**src/rtl/tmds_decoder_10b8b.sv**
```systemverilog
`default_nettype none
// ============================================================================
// Module   : tmds_decoder_10b8b
// Purpose  : TMDS channel decoder with control-token word-alignment FSM.
// Revision : 1.0 - initial release
// ============================================================================
module tmds_decoder_10b8b #(
    parameter int CTRL_RUN     = 8,
    parameter int SEARCH_WIN   = 4096,
    parameter int SLIP_WAIT    = 16,
    parameter int LOCK_TIMEOUT = 4096
) (
    input  logic       clk,
    input  logic       rst,
    input  logic [9:0] i_sym,
    input  logic       i_sym_valid,
    output logic [7:0] o_data,
    output logic [1:0] o_ctrl,
    output logic       o_de,
    output logic       o_valid,
    output logic       o_aligned,
    output logic       o_bitslip
);

    localparam int MAX_AB = (CTRL_RUN > SEARCH_WIN) ? CTRL_RUN : SEARCH_WIN;
    localparam int MAX_CD = (SLIP_WAIT > LOCK_TIMEOUT) ? SLIP_WAIT : LOCK_TIMEOUT;
    localparam int MAX_P  = (MAX_AB > MAX_CD) ? MAX_AB : MAX_CD;
    localparam int CW     = $clog2(MAX_P) + 1;

    typedef enum logic [1:0] {
        ST_SEARCH = 2'd0,
        ST_SLIP   = 2'd1,
        ST_LOCKED = 2'd2
    } state_t;

    state_t        state_q, state_d;
    logic [CW-1:0] run_q, run_d;
    logic [CW-1:0] win_q, win_d;
    logic [CW-1:0] settle_q, settle_d;
    logic [CW-1:0] tmo_q, tmo_d;
    logic [7:0]    data_q, data_d;
    logic [1:0]    ctrl_q, ctrl_d;
    logic          de_q, de_d;
    logic          valid_q, valid_d;
    logic          bitslip_q, bitslip_d;

    logic          is_ctrl;
    logic [1:0]    tok;
    logic [7:0]    d_raw;
    logic [7:0]    dec;
    logic          run_hit;
    logic          run_sat;

    always_comb begin
        is_ctrl = 1'b1;
        tok     = 2'b00;
        case (i_sym)
            10'h354: tok = 2'b00;
            10'h0AB: tok = 2'b01;
            10'h154: tok = 2'b10;
            10'h2AB: tok = 2'b11;
            default: is_ctrl = 1'b0;
        endcase
    end

    always_comb begin
        d_raw  = i_sym[9] ? ~i_sym[7:0] : i_sym[7:0];
        dec    = '0;
        dec[0] = d_raw[0];
        for (int i = 1; i < 8; i++) begin
            dec[i] = i_sym[8] ? (d_raw[i] ^ d_raw[i-1]) : ~(d_raw[i] ^ d_raw[i-1]);
        end
    end

    assign run_hit = is_ctrl && (run_q == CW'(CTRL_RUN - 1));
    assign run_sat = (run_q == CW'(CTRL_RUN));

    always_comb begin
        state_d   = state_q;
        run_d     = run_q;
        win_d     = win_q;
        settle_d  = settle_q;
        tmo_d     = tmo_q;
        data_d    = data_q;
        ctrl_d    = ctrl_q;
        de_d      = de_q;
        valid_d   = i_sym_valid;
        bitslip_d = 1'b0;

        if (i_sym_valid) begin
            de_d = ~is_ctrl;
            if (is_ctrl) begin
                ctrl_d = tok;
            end else begin
                data_d = dec;
            end

            if (is_ctrl) begin
                if (!run_sat) begin
                    run_d = run_q + 1'b1;
                end
            end else begin
                run_d = '0;
            end

            case (state_q)
                ST_SEARCH: begin
                    // A run hit takes priority over window expiry.
                    if (run_hit) begin
                        state_d = ST_LOCKED;
                        win_d   = '0;
                        tmo_d   = '0;
                    end else if (win_q == CW'(SEARCH_WIN - 1)) begin
                        state_d   = ST_SLIP;
                        bitslip_d = 1'b1;
                        win_d     = '0;
                        run_d     = '0;
                        settle_d  = '0;
                    end else begin
                        win_d = win_q + 1'b1;
                    end
                end
                ST_SLIP: begin
                    run_d = '0;
                    if (settle_q == CW'(SLIP_WAIT - 1)) begin
                        state_d  = ST_SEARCH;
                        settle_d = '0;
                        win_d    = '0;
                    end else begin
                        settle_d = settle_q + 1'b1;
                    end
                end
                ST_LOCKED: begin
                    if (run_hit || (is_ctrl && run_sat)) begin
                        tmo_d = '0;
                    end else if (tmo_q == CW'(LOCK_TIMEOUT - 1)) begin
                        state_d = ST_SEARCH;
                        tmo_d   = '0;
                        run_d   = '0;
                        win_d   = '0;
                    end else begin
                        tmo_d = tmo_q + 1'b1;
                    end
                end
                default: begin
                    state_d = ST_SEARCH;
                end
            endcase
        end
    end

    always_ff @(posedge clk) begin
        if (rst) begin
            state_q   <= ST_SEARCH;
            run_q     <= '0;
            win_q     <= '0;
            settle_q  <= '0;
            tmo_q     <= '0;
            data_q    <= '0;
            ctrl_q    <= '0;
            de_q      <= 1'b0;
            valid_q   <= 1'b0;
            bitslip_q <= 1'b0;
        end else begin
            state_q   <= state_d;
            run_q     <= run_d;
            win_q     <= win_d;
            settle_q  <= settle_d;
            tmo_q     <= tmo_d;
            data_q    <= data_d;
            ctrl_q    <= ctrl_d;
            de_q      <= de_d;
            valid_q   <= valid_d;
            bitslip_q <= bitslip_d;
        end
    end

    assign o_data    = data_q;
    assign o_ctrl    = ctrl_q;
    assign o_de      = de_q;
    assign o_valid   = valid_q;
    assign o_aligned = (state_q == ST_LOCKED);
    assign o_bitslip = bitslip_q;

endmodule
`default_nettype wire
```
**config.mk**
```make
export PLATFORM = sky130hd
export DESIGN_NAME = tmds_decoder_10b8b
export DESIGN_NICKNAME = d
export VERILOG_FILES = /design/src/rtl/tmds_decoder_10b8b.sv
export SDC_FILE = /design/constraint.sdc
export NUM_CORES = 1
export LEC_CHECK = 0
export ABC_AREA = 1
export BUFFER_PORTS_ARGS = -buffer_cell sky130_fd_sc_hd__buf_2
export CORE_MARGIN = 2
export CORE_UTILIZATION = 41
export DETAILED_ROUTE_END_ITERATION = 10
export SLEW_MARGIN = 20
export SYNTH_ARGS = -nofsm -noshare
export SYNTH_HDL_FRONTEND = slang
export SYNTH_SLANG_ARGS = --single-unit
```
**constraint.sdc**
```tcl
create_clock -name clk -period 3.3 [get_ports clk]
set_input_delay 0.495 -clock clk [delete_from_list [all_inputs] [get_ports clk]]
set_output_delay 0.495 -clock clk [all_outputs]
set_load 0.005 [all_outputs]
```
==> results of run 1 <==
## kinds of logic after synthesis
| group | after synthesis |
|---|---|
| simple gates | 398 |
| fa+ha+maj | 9 |
| buf+inv | 99 |
| compound gates | 77 |
| xor+xnor | 32 |
| flops | 67 |
## where the power goes
| part | switching [mW] | internal [mW] |
|---|---|---|
| Clock | 0.308 | 0.329 |
| Sequential | 0.00958 | 0.822 |
| Combinational | 0.0694 | 0.0417 |
| Total | 0.387 | 1.19 |
## worst max-delay path by stage
stage | from | end | slack [ns] | cells past startpoint
6_report | win_q[0]$_SDFFE_PP0P_ | settle_q[3]$_SDFFE_PP0P_ | 1.03 | 10
5_1_grt | win_q[1]$_SDFFE_PP0P_ | settle_q[3]$_SDFFE_PP0P_ | 0.82 | 10
4_1_cts | win_q[0]$_SDFFE_PP0P_ | settle_q[3]$_SDFFE_PP0P_ | 1.05 | 10
3_5_place_dp | win_q[0]$_SDFFE_PP0P_ | settle_q[3]$_SDFFE_PP0P_ | 1.07 | 10
3_3_place_gp | win_q[0]$_SDFFE_PP0P_ | settle_q[3]$_SDFFE_PP0P_ | 1.12 | 10
2_1_floorplan | tmo_q[0]$_SDFFE_PP0P_ | run_q[10]$_SDFFE_PP0P_ | 1.58 | 11
## Yosys cell counts
master    instances
or2_2             1
clkbuf_1         10
inv_1            72
nor3_2            1
nand4_2           1
nor2_4            2
nand3b_1          2
clkinv_1          2
o21ai_1           1
nor3_1           15
nand2_2           9
inv_2             3
dfxtp_1          67
nor2_1           92
nor2_2            6
nand2_4           5
nand4_1          21
a21oi_1          58
o21ai_0          16
nand3_1          65
a32o_1            1
ha_1              9
buf_4             1
xnor2_1           4
or2_0             2
buf_2             6
xor2_1           28
nand3_2           2
a21oi_4           1
buf_6             5
nand2_1         171
nor2_8            1
nor3b_1           2
## per-layer routing
layer,GRT usage (%),vias up,part of all wire [%]
met5,0,-,0
met4,6.494,0,1.6
met3,3.283,16,4.4
met2,31.10,86,45
met1,24.48,1910,48
li1,-,2219,-
## worst max-delay path, cell delays in order, from the launching register on
cell     delay (ns)
dfxtp_1        0.37
ha_1           0.28
nand2_1        0.14
nor2_4         0.16
nand2_4        0.10
nor2_8         0.15
nand2_2        0.08
a21oi_4        0.36
nand2_4        0.21
or2_0          0.25
a21oi_1        0.12
## metrics by stage
stage	power [mW]	hold WS (ns)	worst slack [ns]	cell area, um2	util, %
floorplan	0.9213	0.4324	1.576	4359	-
global placement	0.9594	0.4425	1.117	4558	44.15
detailed placement	0.9619	0.4478	1.073	4558	44.15
CTS	1.602	0.4594	1.049	4737	45.89
global route	1.648	0.4761	0.8218	4737	45.89
finish	1.580	0.4551	1.028	4737	45.89
## state kept, by name (all words and copies together) (netlist names)
register	flops
state_q	2
win_q	13
o_data	8
tmo_q	13
o_valid	1
run_q	13
o_de	1
o_bitslip	1
o_ctrl	2
settle_q	13
## cell type report
class | instances | area (um2) | share of cell area, %
Multi-Input combinational cell | 516 | 2597 | 54.83
Inverter | 77 | 289.0 | 6.101
Clock buffer | 13 | 168.9 | 3.566
Timing Repair Buffer | 30 | 160.2 | 3.381
Clock inverter | 2 | 10.01 | 0.2113
Sequential cell | 67 | 1341 | 28.31
Tap cell | 136 | 170.2 | 3.592
==> results.md, run 1 <==
- DRT antenna net count: 0
- Setup Buffers After CTS: 0
- FMAX: 440.1 MHz
- RSZ-0062 raised after global routing: false
- P per Cell Area: 333.5 mW/mm2
- Final non-filler cell total: 841
- Initial antenna violation count: 0
- Share of cells above drive strength 1: 10.78%
- Largest family of logic cells by synthesized area: simple AND/OR/NAND/NOR gates
- Root Driver: clkbuf_8
- Final nets: 723
- Hold EP: win_q[12]$_SDFFE_PP0P_
- Post-Synthesis Cells: 682
- Cells on worst reg2reg path: 10
- DPL Wire Length: 7192 um
- Mapped cell area: 0.004359 mm2
- Vias in the first global route: 3932
- Worst vdd ir: 0.2210 mV
- Commonest non-fill, non-tap cells in the layout: nand2_1, nor2_1, inv_1, dfxtp_1, nand3_1
- Leakage: 1.905 nW
- Min-delay src: win_q[12]$_SDFFE_PP0P_
- Hold_buf cts: 0
- Simple-Gate Fraction of Synth Area: 41.36%
- Syn avg cell area: 6.392 um2
- Worst hold path type: flop to flop
- Outcome: finished clean
- Max Cap Viol: 0
- CTS Buf Count: 9
- Post-route setup TNS: 0 ns
- Die Y-Extent: 107.1 um
- Diode count: 0
- Slew HR: 42.42%
- Crit Path Max Fanout: 15
- Seq cells post-synth: 67
- Worst R2R End: settle_q[3]$_SDFFE_PP0P_
- Placed cells: 826
- Clock tree from TritonCTS: done
- Yosys top cell by area: dfxtp_1
- Pin count of the biggest net entering global routing: 39
- WS Path Type: flop to flop
- Syn nets: 704
- Top-area cell type share of the netlist area: 30.77%
- Initial Util: 42.23%
- H-Tree Depth: 3
- DRC marker count from the first detailed-route iteration: 244
- Critical Path RT: 3.57 ns
- Commonest non-fill, non-tap cell in the layout: nand2_1
- First-pass GRT wire length: 17760 um
- Mux contribution to synthesized area: 0%
- Unique masters post-synth: 33
- IO Pins: 27
- Register area share after synthesis: 30.77%
- Yosys Warn Count: 0
- Xor and xnor area share after synthesis: 6.429%
- Final Hold Viols: 0
- Top post-synthesis cells by area: dfxtp_1, nand2_1, nor2_1
- Drt drc: 0
- Tot GR Track Use: 18.75%
- CTS max path bufs: 2
- Total die area: 0.01147 mm2
- Slew @ Worst Pin: 0.8585 ns
- Resized cells post-CTS: 0
- Routed wire per std cell: 12.15 um
- CP Launch Type: flop
- Max-slew violation count: 0
- DIE WIDTH: 107.1 um
- Clock Skews: 0.009441 ns
- Placement row count: 37
- CTS clk-pin slew, worst paths: 0.07 ns
- GRT Residual Overflow: 0
- Worst R2R Setup Slack: 1.03 ns
- Hold Path Depth: 2
- Via density: 5.031
- Clock sinks: 67
- Synth Area in Adders: 2.583%
- CP endpoint kind: flop
- Worst r2r src: win_q[0]$_SDFFE_PP0P_
- Post-route minimum period: 2.272 ns
- CORE AREA: 0.01032 mm2
- Final Wtd Congestion: 0.9062
- Final wirelength: 10220 um
- Insertion delay to the later sink of the worst-skew pair: 0.34 ns
- Fillers: 1081
- P&R area growth vs syn: 8.668%
- DR pass1 iterations: 4
- CP arrival: 2.54 ns
- Total number of vias: 4231
- Setup violations, final: 0
- Post-synthesis compound-gate area fraction: 9.214%
- Input/output buffers: 26
- Period utilisation layout: 68.85%
No activity file was read; power rests on OpenSTA's default activity.
==> inputs of run 2 (changes only) <==
- clock period: 3.3 -> 2.2 ns (I/O delays scaled with it)
==> results.md, run 2 (synthesized netlist as in run 1, its figures left out) <==
- Placement row count: 37 (unchanged)
- DR pass1 iterations: 4 (unchanged)
- Total number of vias: 4266 (+0.83%)
- Max-slew violation count: 0 (unchanged)
- Initial Util: 42.23% (unchanged)
- Setup violations, final: 0 (unchanged)
- Slew @ Worst Pin: 0.5334 ns (-0.3251 ns)
- Diode count: 0 (unchanged)
- First-pass GRT wire length: 17830 um (+0.39%)
- Total die area: 0.01147 mm2 (unchanged)
- Post-route setup TNS: 0 ns (unchanged)
- P&R area growth vs syn: 10.59%
- WS Path Type: flop to flop
- Via density: 5.019 (-0.24%)
- Root Driver: clkbuf_8
- Commonest non-fill, non-tap cell in the layout: nand2_1
- Total power: 2.345 mW (+48%)
- DRC marker count from the first detailed-route iteration: 187 (-23%)
- Final WS setup: 0.2269 ns (-0.8010 ns)
- Share of cells above drive strength 1: 11.62% (+0.84 points)
- Max Cap Viol: 0 (unchanged)
- Die Y-Extent: 107.1 um (unchanged)
- P per Cell Area: 486.4 mW/mm2 (+46%)
- Drt drc: 0 (unchanged)
- Crit Path Max Fanout: 15 (unchanged)
- CP arrival: 2.25 ns (-0.29 ns)
- Final Hold Viols: 0 (unchanged)
- Hold_buf cts: 0 (unchanged)
- Vias in the first global route: 4029 (+2.5%)
- Final Wtd Congestion: 0.8878 (-2.0%)
- FMAX: 506.8 MHz (+15%)
- IO Pins: 27 (unchanged)
- CP endpoint kind: flop
- Tot GR Track Use: 19.00% (+0.25 points)
- RSZ-0062 raised after global routing: false
- Routed wire per std cell: 12.06 um (-0.67%)
- CTS max path bufs: 2 (unchanged)
- Final nets: 731 (+1.1%)
- Period utilisation layout: 89.68% (+21 points)
- Clock tree from TritonCTS: done
- Clock sinks: 67 (unchanged)
- Insertion delay to the later sink of the worst-skew pair: 0.34 ns (about the same)
- CORE AREA: 0.01032 mm2 (unchanged)
- Initial antenna violation count: 0 (unchanged)
- Final wirelength: 10260 um (+0.39%)
- DIE WIDTH: 107.1 um (unchanged)
- Cells on worst reg2reg path: 10 (unchanged)
- Input/output buffers: 26 (unchanged)
- CP Launch Type: flop
- Outcome: finished clean
- Slew HR: 64.17% (+22 points)
- CTS Buf Count: 9 (unchanged)
- DPL Wire Length: 7351 um (+2.2%)
- Worst vdd ir: 0.2822 mV (+28%)
- H-Tree Depth: 3 (unchanged)
- Leakage: 1.952 nW (+2.5%)
- Hold Path Depth: 2 (unchanged)
- DRT antenna net count: 0 (unchanged)
- Critical Path RT: 2.47 ns (-1.10 ns)
- Placement Setup Slack: 0.1657 ns (-0.9078 ns)
- Pin count of the biggest net entering global routing: 33 (-15%)
- CTS clk-pin slew, worst paths: 0.07 ns (about the same)
- Commonest non-fill, non-tap cells in the layout: nand2_1, nor2_1, inv_1, dfxtp_1, nand3_1
- Post-route minimum period: 1.973 ns (-0.2990 ns)
- GRT Residual Overflow: 0 (unchanged)
- Clock Skews: 0.009151 ns (-0.0002900 ns)
- Worst hold path type: primary input to flop
[run 2: through the flow]
step	instances	utilization [%]	hold slack (ns)	area [um2]
floorplan	682	-	0.4254	4359
global placement	834	44.86	0.4426	4631
detailed placement	834	44.86	0.4551	4631
CTS	850	46.53	0.2535	4803
global route	850	46.70	0.2662	4821
finish	850	46.70	0.2669	4821
[run 2: layout make-up]
class,instances,area (um2)
fill,1088,5503
multi-input combinational,516,2613
sequential,67,1341
inverter,77,291.5
timing repair buffer,38,232.7
tap,136,170.2
clock buffer,14,162.7
clock inverter,2,10.01
[run 2: critical path, cell delays in order (launching register included)]
cell and delay, ns:
dfxtp_1 0.37, ha_1 0.25, nand2_1 0.13, nor2_4 0.16, nand2_4 0.10, nor2_8 0.15
nand2_2 0.08, a21oi_4 0.18, nand2_4 0.14, or2_0 0.22, a21oi_1 0.12
[run 2: per-layer routing]
metal,track usage (%),share of wire (%),up-vias
li1,-,-,2241
met4,7.885,0.82,0
met2,31.46,46,75
met1,24.11,49,1942
met3,3.647,4.2,8
met5,0,0,-
[run 2: worst paths after layout]
| check | to | startpoint | slack (ns) |
|---|---|---|---|
| min reg2reg | o_data[3]$_SDFFE_PP0P_ | o_data[3]$_SDFFE_PP0P_ | 0.46 |
| max | settle_q[3]$_SDFFE_PP0P_ | win_q[0]$_SDFFE_PP0P_ | 0.23 |
| min | win_q[8]$_SDFFE_PP0P_ | rst | 0.27 |
| max reg2reg | settle_q[3]$_SDFFE_PP0P_ | win_q[0]$_SDFFE_PP0P_ | 0.23 |
[run 2: timing repair]
| action | 4_1_cts | 5_1_grt |
|---|---|---|
| setup endpoints to repair | 0 | 20 |
| resized for setup | 0 | 4 |
| buffers inserted | 0 | 0 |
[run 2: power by group]
part	internal, mW	leakage [nW]	switching, mW
clock network	0.469	0.0905	0.457
logic	0.0659	1.32	0.104
registers	1.23	0.543	0.0148
